### src/rtl/uart_cmd_pkg.sv
// Shared constants and state encoding for the UART command frame parser.
// Frame layout: SYNC, OP, ADDR[4], DATA[4], CSUM (little-endian fields).
package uart_cmd_pkg;

    localparam logic [7:0] SYNC_BYTE = 8'hA5;
    localparam logic [7:0] OP_READ   = 8'h00;
    localparam logic [7:0] OP_WRITE  = 8'h01;
    localparam int         FRAME_LEN = 11;

    typedef enum logic [2:0] {
        S_IDLE,
        S_OP,
        S_ADDR,
        S_DATA,
        S_CSUM,
        S_ISSUE
    } state_t;

    function automatic logic is_legal_op(input logic [7:0] op);
        return (op == OP_READ) || (op == OP_WRITE);
    endfunction

endpackage

### src/rtl/uart_cmd_ctrl.sv
// Frame parser/sequencer between the UART RX byte stream and the system bus.
// Optional inter-byte timeout is built when UART_CMD_TIMEOUT_EN is defined.
module uart_cmd_ctrl
    import uart_cmd_pkg::*;
#(
    parameter int ADDR_W         = 32,
    parameter int DATA_W         = 32,
    parameter int TIMEOUT_CYCLES = 100000
) (
    input  logic              clk,
    input  logic              rst,
    input  logic [7:0]        rx_data,
    input  logic              rx_valid,
    output logic              rx_ready,
    output logic              cmd_valid,
    input  logic              cmd_ready,
    output logic              cmd_we,
    output logic [ADDR_W-1:0] cmd_addr,
    output logic [DATA_W-1:0] cmd_wdata,
    output logic              err_checksum,
    output logic              err_opcode,
    output logic              err_timeout,
    output logic              busy
);

    state_t      state_q, state_d;
    logic [1:0]  idx_q, idx_d;
    logic [7:0]  xor_q, xor_d;
    logic [31:0] addr_q, addr_d;
    logic [31:0] wdata_q, wdata_d;
    logic        we_q, we_d;
    logic        err_checksum_q, err_checksum_d;
    logic        err_opcode_q, err_opcode_d;
    logic        err_timeout_q, err_timeout_d;
    logic        byte_acc;
    logic        timeout_hit;

    assign rx_ready  = (state_q != S_ISSUE);
    assign byte_acc  = rx_valid && rx_ready;
    assign cmd_valid = (state_q == S_ISSUE);
    assign busy      = (state_q != S_IDLE);
    assign cmd_we    = we_q;
    assign cmd_addr  = addr_q[ADDR_W-1:0];
    assign cmd_wdata = wdata_q[DATA_W-1:0];
    assign err_checksum = err_checksum_q;
    assign err_opcode   = err_opcode_q;
    assign err_timeout  = err_timeout_q;

`ifdef UART_CMD_TIMEOUT_EN
    localparam int TMO_W = (TIMEOUT_CYCLES > 2) ? $clog2(TIMEOUT_CYCLES) : 1;

    logic [TMO_W-1:0] tmo_q, tmo_d;
    logic             counting;

    // Counter only runs while a partial frame is outstanding; any accepted byte restarts it.
    always_comb begin
        counting    = (state_q == S_OP) || (state_q == S_ADDR) ||
                      (state_q == S_DATA) || (state_q == S_CSUM);
        tmo_d       = tmo_q + 1'b1;
        if (!counting || byte_acc) begin
            tmo_d = '0;
        end
        timeout_hit = counting && (tmo_q == TMO_W'(TIMEOUT_CYCLES - 1));
    end

    always_ff @(posedge clk) begin
        if (rst) begin
            tmo_q <= '0;
        end else begin
            tmo_q <= tmo_d;
        end
    end
`else
    assign timeout_hit = 1'b0;
`endif

    // A timeout wins over a byte arriving in the same cycle, which is then dropped.
    always_comb begin
        state_d        = state_q;
        idx_d          = idx_q;
        xor_d          = xor_q;
        addr_d         = addr_q;
        wdata_d        = wdata_q;
        we_d           = we_q;
        err_checksum_d = 1'b0;
        err_opcode_d   = 1'b0;
        err_timeout_d  = 1'b0;
        if (timeout_hit) begin
            state_d       = S_IDLE;
            err_timeout_d = 1'b1;
        end else begin
            unique case (state_q)
                S_IDLE: begin
                    if (byte_acc && (rx_data == SYNC_BYTE)) begin
                        state_d = S_OP;
                    end
                end
                S_OP: begin
                    if (byte_acc) begin
                        if (is_legal_op(rx_data)) begin
                            we_d    = rx_data[0];
                            xor_d   = rx_data;
                            idx_d   = 2'd0;
                            state_d = S_ADDR;
                        end else begin
                            err_opcode_d = 1'b1;
                            state_d      = S_IDLE;
                        end
                    end
                end
                S_ADDR: begin
                    if (byte_acc) begin
                        addr_d[{idx_q, 3'b000} +: 8] = rx_data;
                        xor_d = xor_q ^ rx_data;
                        idx_d = idx_q + 2'd1;
                        if (idx_q == 2'd3) begin
                            state_d = S_DATA;
                        end
                    end
                end
                S_DATA: begin
                    if (byte_acc) begin
                        wdata_d[{idx_q, 3'b000} +: 8] = rx_data;
                        xor_d = xor_q ^ rx_data;
                        idx_d = idx_q + 2'd1;
                        if (idx_q == 2'd3) begin
                            state_d = S_CSUM;
                        end
                    end
                end
                S_CSUM: begin
                    if (byte_acc) begin
                        if (rx_data == xor_q) begin
                            state_d = S_ISSUE;
                        end else begin
                            err_checksum_d = 1'b1;
                            state_d        = S_IDLE;
                        end
                    end
                end
                S_ISSUE: begin
                    if (cmd_ready) begin
                        state_d = S_IDLE;
                    end
                end
                default: state_d = S_IDLE;
            endcase
        end
    end

    always_ff @(posedge clk) begin
        if (rst) begin
            state_q        <= S_IDLE;
            idx_q          <= 2'd0;
            xor_q          <= 8'h00;
            addr_q         <= 32'h0;
            wdata_q        <= 32'h0;
            we_q           <= 1'b0;
            err_checksum_q <= 1'b0;
            err_opcode_q   <= 1'b0;
            err_timeout_q  <= 1'b0;
        end else begin
            state_q        <= state_d;
            idx_q          <= idx_d;
            xor_q          <= xor_d;
            addr_q         <= addr_d;
            wdata_q        <= wdata_d;
            we_q           <= we_d;
            err_checksum_q <= err_checksum_d;
            err_opcode_q   <= err_opcode_d;
            err_timeout_q  <= err_timeout_d;
        end
    end

endmodule

### config.mk
export PLATFORM = sky130hd
export DESIGN_NAME = uart_cmd_ctrl
export DESIGN_NICKNAME = d
export VERILOG_FILES = /design/src/rtl/uart_cmd_pkg.sv /design/src/rtl/uart_cmd_ctrl.sv
export SDC_FILE = /design/constraint.sdc
export NUM_CORES = 1
export LEC_CHECK = 0
export BUFFER_PORTS_ARGS = -buffer_cell sky130_fd_sc_hd__buf_2
export CORE_UTILIZATION = 59
export CTS_BUF_LIST = sky130_fd_sc_hd__clkbuf_2 sky130_fd_sc_hd__clkbuf_4 sky130_fd_sc_hd__clkbuf_8
export CTS_CLUSTER_SIZE = 10
export DETAILED_ROUTE_END_ITERATION = 8
export PLACE_DENSITY = 0.95
export SYNTH_ARGS = -nofsm -noshare
export SYNTH_HDL_FRONTEND = slang
export SYNTH_SLANG_ARGS = --single-unit
### constraint.sdc
create_clock -name clk -period 2.95 [get_ports clk]
set_input_delay 0 -clock clk [delete_from_list [all_inputs] [get_ports clk]]
set_output_delay 0 -clock clk [all_outputs]
set_load 0.01 [all_outputs]
-- After elaboration in Yosys (flattened, before gate mapping)
Cells that the tools add are included.
- flip-flop bits (word level): 80
- input port bits: 12
- output and inout bits: 71
- $add $sub $neg: 2
- equality and inequality tests: 20
- shift-type cells: 2
- multiplexer cells: 23
- bitwise logic cells: 4
- reductions and logical operators: 15
- operators with widths (kind ; number):
    32-bit bitwise mux ; 2
    8-bit by 7-bit variable shift with 32-bit output, first input constant ; 1
    8-bit by 7-bit indexed part select with 32-bit output ; 1
    3-bit 2-to-1 mux ; 9
    8-bit 2-to-1 mux ; 3
    3-bit case mux with 6 select lines ; 1
    2-bit inequality test, second input constant ; 8
    8-bit case mux with 2 select lines ; 1
    8-bit by 1-bit equality test with 1-bit output, second input constant ; 1
    8-bit equality test ; 1
    8-bit equality test, second input constant ; 1
    8-bit zero test ; 1
    2-bit 2-to-1 mux ; 4
    8-bit AND reduction ; 1
    8-bit XOR ; 1
    5-bit negation with 7-bit output ; 1
    3-bit by 2-bit equality test with 1-bit output, second input constant ; 2
    3-bit equality test, second input constant ; 2
    3-bit OR reduction ; 2
    2-bit by 1-bit inequality test with 1-bit output, second input constant ; 2
    2-bit case mux with 2 select lines ; 1
    2-bit AND reduction ; 2
    4-bit AND reduction ; 1
    3-bit by 1-bit equality test with 1-bit output, second input constant ; 1
    12 further kinds ; 16

-- Longest topological paths before layout
Gate-level depths: netlist of run 1.
- depth in word-level cells: 5
- depth in mapped cells: 7
- gate-level depth less buffers: 6

-- Worst setup path before layout of run 1
No wires, ideal clock.
- path kind: register to register
- start point: reg idx_q[0]
- end point: reg wdata_q[14] (netlist: cmd_wdata[14])
- arrival: 1.913 ns
- slack: 0.966 ns
- cell stages (with the launch flop): 7
- path buffers: 1
- clock period less this slack: 1.984 ns
- cell sequence: dfxtp_1 > inv_1 > ha_1 > nor3b_1 > clkbuf_1 > nand3_1 > a21oi_1
- word-level cells in the longest chain between the ends: 3
- elaborated cells between the ends (all ways): 4
- classes of those cells: add/sub: 1; shift: 2; mux: 1
- ends and longest elaborated chain (element ; line ; text):
    from (decl) ; uart_cmd_ctrl.sv:27 ; logic [1:0] idx_q, idx_d;
    from (signal assigned) ; uart_cmd_ctrl.sv:164 ; idx_q <= idx_d;
    5-bit negation with 7-bit output * ; uart_cmd_ctrl.sv:123 ; wdata_d[{idx_q, 3'b000} +: 8] = rx_data;
    8-bit by 7-bit indexed part select with 32-bit output or 8-bit by 7-bit variable shift with 32-bit output (tied branches) ; uart_cmd_ctrl.sv:123 ;
    32-bit bitwise mux * ; uart_cmd_ctrl.sv:123 ;
    to (signal assigned) ; uart_cmd_ctrl.sv:167 ; wdata_q <= wdata_d;
    to (decl) ; uart_cmd_ctrl.sv:30 ; logic [31:0] wdata_q, wdata_d;
Mark *: on every way between the ends. The rest lies on a longest branch, timed or not.
A chain may end at the register's enable or synchronous reset.

-- Worst setup path after layout of run 1
- start point: reg state_q[1]
- end point: reg addr_q[4] (netlist: cmd_addr[4])
- word-level cells in the longest chain between the ends: 3
- elaborated cells between the ends (all ways): 4
- classes of those cells: eq/ne: 2; reduce/logical: 2
- ends and longest elaborated chain (element ; line ; text):
    from (decl) ; uart_cmd_ctrl.sv:26 ; state_t state_q, state_d;
    from (signal assigned) ; uart_cmd_ctrl.sv:163 ; state_q <= state_d;
    3-bit inequality test ; uart_cmd_ctrl.sv:38 ; assign rx_ready = (state_q != S_ISSUE);
    1-bit logical AND ; uart_cmd_ctrl.sv:39 ; assign byte_acc = rx_valid && rx_ready;
    2-bit AND reduction (no line) * ; n/a ;
    to (signal assigned) ; uart_cmd_ctrl.sv:166 ; addr_q <= addr_d;
    to (decl) ; uart_cmd_ctrl.sv:29 ; logic [31:0] addr_q, addr_d;
Marks and branches as above.

==> summary.txt, run 1 <==
status = finished clean
crit path launch type = register
Slew Viols, Final = 0
reported max-cap violation count = 0
VDD IR max = 325 uV
crit path DAT = 2.60 ns
P_int = 0.00151 W
Slew HR = 41.3%
RSZ-0062 raised after global routing = no
post-synthesis sequential area ratio = 48.6%
clock sinks = 80
met1 Use GR = 36.4%
final setup violating endpoints = 0
total congestion overflow = 0
largest net degree at the start of global routing = 60
dpl cell area = 3700 um^2
M2 GR Usage = 50.0%
grt met3 use = 7.86%
area fraction of the dominant cell type after synthesis = 48.6%
Row Count = 26
Sw Ratio = 22.3%
area of the multi-input gates = 1530 um^2
HPWL Detailed = 5440 um
Final GP Congestion = 0.890
CTS tree = yes
Die Area = 5890 um^2
Port Buffers = 81
period utilization = 78.8%
Fillers = 361
vias per cell = 5.98
GRT Util Overall = 30.0%
Post-synth EDFFs = 0
post-CTS setup buffers = 0
clk root buf = clkbuf_8
Initial DRT Pass Iterations = 6
CTS H-tree depth = 3
1st-iter DRT viols = 423
Most used DFF post-synth = dfxtp_1
Distinct cells, synth = 38
clock share of power = 40.9%
first-pass GRT wire length = 13,900 um
setup TNS = 0 ns
antenna viol nets, final = 0
post-synth top area cell = dfxtp_1
cts hold-fix bufs = 1
worst r2r src = state_q[1]
synth top area cells = dfxtp_1 (49%), a21oi_1 (9.0%), nand3_1 (7.4%)
fraction of layout cells with a size suffix above 1 = 23.8%
core area = 5240 um^2
worst-case clock skew = 0.00827 ns
syn_area_per_cell = 8.28 um^2
P&R area growth vs syn = 18.3%
Starting Density = 62.9%
routed wire length per instance = 16.0 um
WP data required = 3.23 ns
Net Switching = 0.000434 W
CP Capture Type = register
Cell Pwr Density = 498 nW/um^2
fin crit period = 2.32 ns
Post-CTS Resized = 0
Post-synth ARST share = 0%
Gate power share = 3.5%
number of global-route vias before repair = 2,863
final hold vios = 0
Synth Net Count = 415
critical path class = reg -> reg
Hold Path Class = in -> reg
final WL = 8590 um
DRC = 0
clock transition at the registers of the reported paths = 0.08 ns
LEAKAGE = 1.59 nW
I/O pin cnt = 83
Diodes inserted = 0
CP Max Fanout = 9
CTS Buf Count = 9
detailed-route via count = 3,211
Mapped Area = 3290 um^2
Die Height = 76.7 um
min-delay src = rx_data[4]
Design Area, Final = 3900 um^2
Seq cells post-synth = 80
crit path from = state_q[1]
Reg area = 1600 um^2
worst-margin pin slew = 0.873 ns
Die Wd = 76.7 um
Bufs on Longest Clock Path = 2
final hold slack = 0.0477 ns
highest clock rate = 0.430 GHz
GR peak layer = met2
Nets = 480
worst-skew pair later-pin latency = 0.35 ns
sequential share of power = 55.6%
Ys Warns = 0
initial antenna violation count = 0
Syn Inst Count = 398
dpl cells = 521
Final Non-Filler Cells = 537
cell usage after synthesis (all sizes together), types with 2 or more instances:
cell	number
inv	5
a21oi	59
ha	5
mux2	2
nor3	6
xnor2	8
nor2	27
nor4bb	2
nand4	3
dfxtp	80
nor4	9
nand3	49
and2	6
nand2	58
buf	5
nand2b	3
nor3b	2
a22oi	16
and3	7
clkbuf	30
routing by layer:
layer / vias up / part of all wire [%]
li1: 1516 / -
met1: 1468 / 40
met2: 210 / 48
met3: 17 / 9.9
met4: 0 / 1.6
met5: - / 0
cell type report:
class                           instances  area share, %
Sequential cell                        80           41.1
Clock buffer                           11           3.72
Tap cell                               70           2.25
Multi-Input combinational cell        278           39.3
Clock inverter                          4           1.16
Timing Repair Buffer                   89           12.0
Inverter                                5          0.482
kinds of logic (layout without fill, tap and decap cells):
family                   count (synthesis)  count (layout)  synth area share, %
AO/OA/AOI/OAI                           84              84                 15.3
XOR/XNOR                                 8               8                 2.13
adder cells (fa/ha/maj)                  5               5                 1.90
buffers and inverters                   40             109                 4.90
flip-flops                              80              80                 48.6
multiplexers                             3               3                0.987
other                                    1               1                0.114
AND/OR/NAND/NOR                        177             177                 26.1
per-stage QoR:
stage / utilization, % / power (W) / setup slack (ns)
after floorplan: - / 0.00114 / 0.966
after global placement: 70.6 / 0.00117 / 0.838
after detailed placement: 70.6 / 0.00117 / 0.719
after CTS: 74.4 / 0.00194 / 0.749
after global routing: 74.4 / 0.00199 / 0.511
final: 74.4 / 0.00194 / 0.626
worst paths after layout:
kind	to	cells after the start	slack [ns]
worst max-delay path	cmd_addr[4]	6	0.63
worst min-delay path	cmd_wdata[20]	3	0.05
worst max register to register	cmd_addr[4]	6	0.63
worst min register to register	cmd_addr[10]	2	0.45
sequential cells by signal, indices dropped and copies added (netlist names):
register,flops
cmd_wdata,32
err_checksum,1
state_q,3
err_opcode,1
cmd_we,1
idx_q,2
cmd_addr,32
xor_q,8
power groups by stage:
| stage | Clock, W | Combinational (W) | Sequential [W] |
|---|---|---|---|
| 2_1_floorplan | 0 | 0.0000406 | 0.00110 |
| 6_report | 0.000795 | 0.0000676 | 0.00108 |
| 5_1_grt | 0.000838 | 0.0000710 | 0.00108 |
| 3_5_place_dp | 0 | 0.0000626 | 0.00110 |
| 4_1_cts | 0.000795 | 0.0000642 | 0.00108 |
| 3_3_place_gp | 0 | 0.0000616 | 0.00110 |
cells in the final DEF, fill, tap and decap left out, types with 3 or more instances in the layout:
cell and n:
nand2_1 58, xnor2_1 8, a21oi_1 59, clkbuf_8 10, ha_1 5, nand3_1 49
a22oi_1 16, nor4_1 8, nor2_1 27, dfxtp_1 80, and3_1 7, nand4_1 3
nand2b_1 3, buf_4 7, inv_1 5, buf_2 81, clkinv_2 3, and2_1 6
nor3_1 6
worst max-delay path, stage by stage (launching register included):
cell and delay [ns]:
dfxtp_1 0.49, nand2_1 0.13, nor3_1 0.69, nor4bb_1 0.49, buf_4 0.23, a22oi_1 0.10, nor2_1 0.12
(Power assumes the default switching activity.)
==> run 2, diff against run 1 <==
--- a/config.mk
+++ b/config.mk
@@ -6,11 +6,11 @@
 export NUM_CORES = 1
 export LEC_CHECK = 0
 export BUFFER_PORTS_ARGS = -buffer_cell sky130_fd_sc_hd__buf_2
-export CORE_UTILIZATION = 59
+export CORE_UTILIZATION = 49
 export CTS_BUF_LIST = sky130_fd_sc_hd__clkbuf_2 sky130_fd_sc_hd__clkbuf_4 sky130_fd_sc_hd__clkbuf_8
 export CTS_CLUSTER_SIZE = 10
 export DETAILED_ROUTE_END_ITERATION = 8
-export PLACE_DENSITY = 0.95
+export PLACE_DENSITY = 0.85
 export SYNTH_ARGS = -nofsm -noshare
 export SYNTH_HDL_FRONTEND = slang
 export SYNTH_SLANG_ARGS = --single-unit
==> constraint.sdc (replaced) <==
create_clock -name clk -period 1.9 [get_ports clk]
set_input_delay 0 -clock clk [delete_from_list [all_inputs] [get_ports clk]]
set_output_delay 0 -clock clk [all_outputs]
set_load 0.01 [all_outputs]
==> run 2 against run 1 <==
  * The flow now finishes with violations (DRC)
  * Non-clock buffer count is 14 higher
  * Register-to-register slack worse by 0.49 ns
  * Count of clock-buffer cells in the layout is 1 higher
  * Largest cell class unchanged
==> summary.txt, run 2 (synthesis results as in run 1) <==
Die Area = 7060 um^2 (+20%)
clk root buf = clkbuf_8
crit path launch type = register
largest net degree at the start of global routing = 50 (-17%)
Die Height = 84.0 um (+9.5%)
most common cell after layout, fill and taps aside = buf_2
most frequent cells in the layout = buf_2 (81), dfxtp_1 (79), a21oi_1 (59), nand2_1 (58), nand3_1 (49)
first-pass GRT wire length = 14,200 um (+2.1%)
DRC = 12 (+12)
LEAKAGE = 1.68 nW (+5.4%)
number of global-route vias before repair = 2,957 (+3.3%)
r2r endpoint = cmd_addr[7]
final WL = 8760 um (+2.0%)
Row Count = 29 (+12%)
sequential share of power = 54.0% (-1.6 points)
final hold vios = 0 (unchanged)
fin crit period = 1.76 ns (-0.565 ns)
worst r2r src = state_q[1]
CP Capture Type = register
detailed-route via count = 3,193 (-0.56%)
clock sinks = 80 (unchanged)
CP Max Fanout = 9 (unchanged)
Starting Density = 51.3% (-12 points)
status = finished with violations
worst-case clock skew = 0.00705 ns (-0.00121 ns)
Slowest-stage cell, CP = dfxtp_1
Die Wd = 84.0 um (+9.5%)
Slew Viols, Final = 0 (unchanged)
reported max-cap violation count = 0 (unchanged)
P&R area growth vs syn = 22.9%
final setup violating endpoints = 0 (unchanged)
WP data required = 2.18 ns (-1.05 ns)
Sw Ratio = 22.5% (+0.12 points)
Net Switching = 0.000697 W (+61%)
period utilization = 92.6% (+14 points)
Hold Path Class = in -> reg
critical path class = reg -> reg
final hold slack = 0.0881 ns (+0.0404 ns)
highest clock rate = 0.568 GHz (+32%)
reg2reg setup slack = 0.14 ns (-0.49 ns)
min-delay src = rx_data[0]
worst-margin pin slew = 0.666 ns (-0.208 ns)
RSZ-0062 raised after global routing = no
post-CTS setup buffers = 0 (unchanged)
clock transition at the registers of the reported paths = 0.08 ns (about the same)
Bufs on Longest Clock Path = 2 (unchanged)
VDD IR max = 356 uV (+9.8%)
worst-path cell chain = nand2_1 > nor3_2 > nor4bb_1 > buf_4 > a22oi_1 > nor2_1
setup TNS = 0 ns (unchanged)
failing checks = DRC
Final GP Congestion = 0.826 (-7.2%)
hold path depth = 3 (unchanged)
CTS Buf Count = 9 (unchanged)
fraction of layout cells with a size suffix above 1 = 26.6% (+2.8 points)
Diodes inserted = 0 (unchanged)
GRT Util Overall = 25.5% (-4.5 points)
total congestion overflow = 0 (unchanged)
WHS Endpoint = cmd_wdata[24]
cells on worst reg2reg path = 6 (unchanged)
CTS H-tree depth = 3 (unchanged)
Gate power share = 3.9% (+0.4 points)
Cell Pwr Density = 766 nW/um^2 (+54%)
core area = 6420 um^2 (+23%)
HPWL Detailed = 5830 um (+7.2%)
initial antenna violation count = 0 (unchanged)
P_int = 0.00241 W (+60%)
clock share of power = 42.1% (+1.2 points)
Initial DRT Pass Iterations = 7 (+1)
Nets = 494 (+2.9%)
antenna viol nets, final = 0 (unchanged)
CP peak stage delay = 0.49 ns (-0.20 ns)
crit path DAT = 2.04 ns (-0.56 ns)
routed wire length per instance = 15.7 um (-2.0%)
vias per cell = 5.71 (-4.5%)
I/O pin cnt = 83 (unchanged)
CTS tree = yes
Port Buffers = 81 (unchanged)
worst-skew pair later-pin latency = 0.34 ns (about the same)
Slew HR = 55.6% (+14 points)
1st-iter DRT viols = 224 (-47%)
==> run 2: timing repair <==
item	CTS	global route
endpoints found under the hold margin	1	0
endpoints found under the setup margin	0	58
resized for setup	0	2
hold buffers	1	0
==> run 2: layout make-up <==
| class | instances | area, um^2 |
|---|---|---|
| Tap cell | 77 | 96.3 |
| Sequential cell | 80 | 1600 |
| Multi-Input combinational cell | 278 | 1540 |
| Inverter | 5 | 18.8 |
| Clock buffer | 12 | 159 |
| Fill cell | 573 | 2370 |
| Timing Repair Buffer | 103 | 586 |
| Clock inverter | 4 | 51.3 |
==> run 2: per-layer routing <==
metal / track usage, % / routed length (um) / share of wire, %
met5: 0 / 0 / 0
met3: 5.54 / 664 / 7.6
met1: 32.1 / 3740 / 43
met4: 13.2 / 241 / 2.8
met2: 40.9 / 4120 / 47
==> run 2: stage by stage <==
stage / instance area [um^2] / total power, W / instances / setup slack, ns / utilization, %
after floorplan: 3290 / 0.00178 / 398 / -0.0842 / -
after global placement: 3820 / 0.00183 / 542 / 0.148 / 59.5
after detailed placement: 3820 / 0.00183 / 542 / 0.0750 / 59.5
after CTS: 4040 / 0.00311 / 559 / 0.0261 / 63.0
after global routing: 4050 / 0.00320 / 559 / 0.0518 / 63.1
final: 4050 / 0.00310 / 559 / 0.140 / 63.1
==> run 2: how the worst max path moves through the flow <==
stage                from             to  slack (ns)  cells past startpoint
5_1_grt          idx_q[0]   cmd_addr[18]        0.05                      6
4_1_cts        state_q[1]    cmd_addr[7]        0.03                      6
2_1_floorplan    idx_q[0]  cmd_wdata[14]       -0.08                      6
6_report       state_q[1]    cmd_addr[7]        0.14                      6
3_5_place_dp   state_q[1]    cmd_addr[7]        0.08                      6
3_3_place_gp   state_q[1]    cmd_addr[1]        0.15                      6
==> run 2: power by group through the flow <==
stage,sequential (W),clock [W],combinational (W)
5_1_grt,0.00168,0.00139,0.000128
6_report,0.00167,0.00131,0.000122
3_5_place_dp,0.00171,0,0.000117
2_1_floorplan,0.00171,0,0.0000630
4_1_cts,0.00167,0.00131,0.000119
3_3_place_gp,0.00171,0,0.000115
==> run 2: worst max-delay path: cells and delay by family, from the launching register on <==
family,cells,cell delay (ns)
compound gates,1,0.09
buf+inv,1,0.21
flops,1,0.49
simple gates,4,0.91
==> run 3, diff against run 2 <==
--- a/config.mk
+++ b/config.mk
@@ -6,11 +6,12 @@
 export NUM_CORES = 1
 export LEC_CHECK = 0
 export BUFFER_PORTS_ARGS = -buffer_cell sky130_fd_sc_hd__buf_2
-export CORE_UTILIZATION = 49
+export CORE_UTILIZATION = 55
 export CTS_BUF_LIST = sky130_fd_sc_hd__clkbuf_2 sky130_fd_sc_hd__clkbuf_4 sky130_fd_sc_hd__clkbuf_8
 export CTS_CLUSTER_SIZE = 10
 export DETAILED_ROUTE_END_ITERATION = 8
-export PLACE_DENSITY = 0.85
+export PLACE_DENSITY = 0.9
+export SETUP_SLACK_MARGIN = 0.15
 export SYNTH_ARGS = -nofsm -noshare
 export SYNTH_HDL_FRONTEND = slang
 export SYNTH_SLANG_ARGS = --single-unit
==> constraint.sdc (replaced) <==
create_clock -name clk -period 1.99 [get_ports clk]
set_input_delay 0 -clock clk [delete_from_list [all_inputs] [get_ports clk]]
set_output_delay 0 -clock clk [all_outputs]
set_load 0.01 [all_outputs]
==> run 3 against run 2 <==
  * The flow now finishes without violations
  * Critical endpoint is now cmd_addr[14]
  * Highest routed layer unchanged
  * Non-clock buffer count rose by 5
  * Sequential power fell by 4%
  * Combinational power fell by 7%
  * Cell count did not move
  * Cell area rose by 3.2%
==> summary.txt, run 3 (synthesis results as in run 1) <==
status = finished clean
Reg area = 1610 um^2 (+0.31%)
CTS H-tree depth = 3 (unchanged)
worst-skew pair later-pin latency = 0.35 ns (about the same)
CP Max Fanout = 8 (-1)
1st-iter DRT viols = 390 (+74%)
CTS tree = yes
crit path DAT = 2.11 ns (+0.07 ns)
final core utilization = 74.1% (+11 points)
LEAKAGE = 1.74 nW (+3.3%)
largest net degree at the start of global routing = 47 (-6.0%)
Die Height = 79.4 um (-5.5%)
reg2reg setup slack = 0.17 ns (+0.02 ns)
DR WL met3 = 884 um (+33%)
dpl cells = 535 (-1.3%)
final setup violating endpoints = 0 (unchanged)
clock transition at the registers of the reported paths = 0.08 ns (about the same)
period utilization = 91.7% (-0.90 points)
total congestion overflow = 0 (unchanged)
WP data required = 2.28 ns (+0.10 ns)
Hold Path Class = in -> reg
first-pass GRT wire length = 14,400 um (+1.6%)
I/O pin cnt = 83 (unchanged)
clk root buf = clkbuf_8
detailed-route via count = 3,352 (+5.0%)
fin crit period = 1.82 ns (+0.0654 ns)
routed wire length per instance = 16.9 um (+7.7%)
Final GP Congestion = 0.898 (+8.7%)
highest clock rate = 0.548 GHz (-3.6%)
WL met1 = 3680 um (-1.5%)
VDD IR max = 468 uV (+31%)
Die Wd = 79.4 um (-5.5%)
Fillers = 376 (-34%)
crit path to = cmd_addr[14]
most common cell after layout, fill and taps aside = buf_2
reported max-cap violation count = 0 (unchanged)
fraction of layout cells with a size suffix above 1 = 29.4% (+2.8 points)
worst-case clock skew = 0.00493 ns (-0.00212 ns)
initial antenna violation count = 0 (unchanged)
critical path class = reg -> reg
crit path from = idx_q[0]
antenna viol nets, final = 0 (unchanged)
core area = 5640 um^2 (-12%)
clock sinks = 80 (unchanged)
worst r2r src = idx_q[0]
DRC = 0 (-12)
Nets = 499 (+1.0%)
Row Count = 27 (-6.9%)
number of global-route vias before repair = 2,996 (+1.3%)
Starting Density = 58.4% (+7.1 points)
cells on worst reg2reg path = 6 (unchanged)
Initial DRT Pass Iterations = 6 (-1)
CP Capture Type = register
RSZ-0062 raised after global routing = yes
crit path launch type = register
final WL = 9440 um (+7.7%)
GRT Util Overall = 30.0% (+4.5 points)
vias per cell = 6.00 (+5.0%)
Cell Pwr Density = 771 nW/um^2 (+0.63%)
area of the multi-input gates = 1590 um^2 (+3.2%)
met2 routed WL = 4520 um (+9.7%)
final hold slack = 0.0572 ns (-0.0309 ns)
P&R area growth vs syn = 26.9%
CTS Buf Count = 9 (unchanged)
setup TNS = 0 ns (unchanged)
HPWL Detailed = 5640 um (-3.3%)
Port Buffers = 81 (unchanged)
Bufs on Longest Clock Path = 2 (unchanged)
r2r endpoint = cmd_addr[14]
final hold vios = 0 (unchanged)
Final Non-Filler Cells = 559 (unchanged)
Slew Viols, Final = 0 (unchanged)
Diodes inserted = 0 (unchanged)
most frequent cells in the layout = buf_2 (84), dfxtp_1 (77), a21oi_1 (59), nand2_1 (58), nand3_1 (49)
DR top layer = met4
Die Area = 6300 um^2 (-11%)
[run 3: layout make-up]
type	instances	area share [%]
sequential	80	38.5
multi-input combinational	278	37.9
timing repair buffer	108	14.7
clock buffer	12	3.80
clock inverter	4	2.37
tap	72	2.16
inverter	5	0.539
[run 3: layer usage]
metal,vias to the layer above,global-route usage [%]
li1,1553,-
met1,1549,36.8
met2,211,49.2
met3,39,5.49
met4,0,16.9
met5,-,0
[run 3: critical path, cell delays in order (launching register included)]
cell        delay, ns
dfxtp_4          0.44
clkinvlp_4       0.19
ha_4             0.35
nor3b_2          0.26
buf_2            0.25
nand3_1          0.13
a21oi_1          0.14
[run 3: what timing repair did]
item                                    CTS  global route
hold buffers                              1             0
cloned                                    0             3
hold endpoints to repair                  1             0
pin swaps                                 0             1
gates resized for setup                   4            17
endpoints found under the setup margin   35            63
buffers inserted                          0             4
[run 3: through the flow]
| stage | setup slack, ns | cell area (um^2) | power, W |
|---|---|---|---|
| 2_1_floorplan | 0.00577 | 3290 | 0.00170 |
| 3_3_place_gp | 0.239 | 3800 | 0.00174 |
| 3_5_place_dp | 0.144 | 3800 | 0.00175 |
| 4_1_cts | 0.164 | 4080 | 0.00322 |
| 5_1_grt | 0.127 | 4180 | 0.00330 |
| 6_report | 0.165 | 4180 | 0.00322 |
[run 3: worst min-delay path by stage]
stage | end | start | cells past startpoint | slack [ns]
3_3_place_gp | xor_q[0] | rx_valid | 2 | 0.30
3_5_place_dp | xor_q[0] | rx_valid | 2 | 0.31
4_1_cts | cmd_addr[15] | rx_data[7] | 3 | 0.05
2_1_floorplan | xor_q[0] | rx_valid | 1 | 0.12
5_1_grt | cmd_addr[15] | rx_data[7] | 3 | 0.05
6_report | cmd_addr[15] | rx_data[7] | 3 | 0.06
[run 3: power by group]
part           total, W  switching [W]  leakage, nW  internal [W]
Sequential      0.00160    0.000000338        0.646       0.00160
Clock           0.00151       0.000589        0.131      0.000921
Combinational  0.000114      0.0000823        0.960     0.0000317
Total           0.00322       0.000672         1.74       0.00255
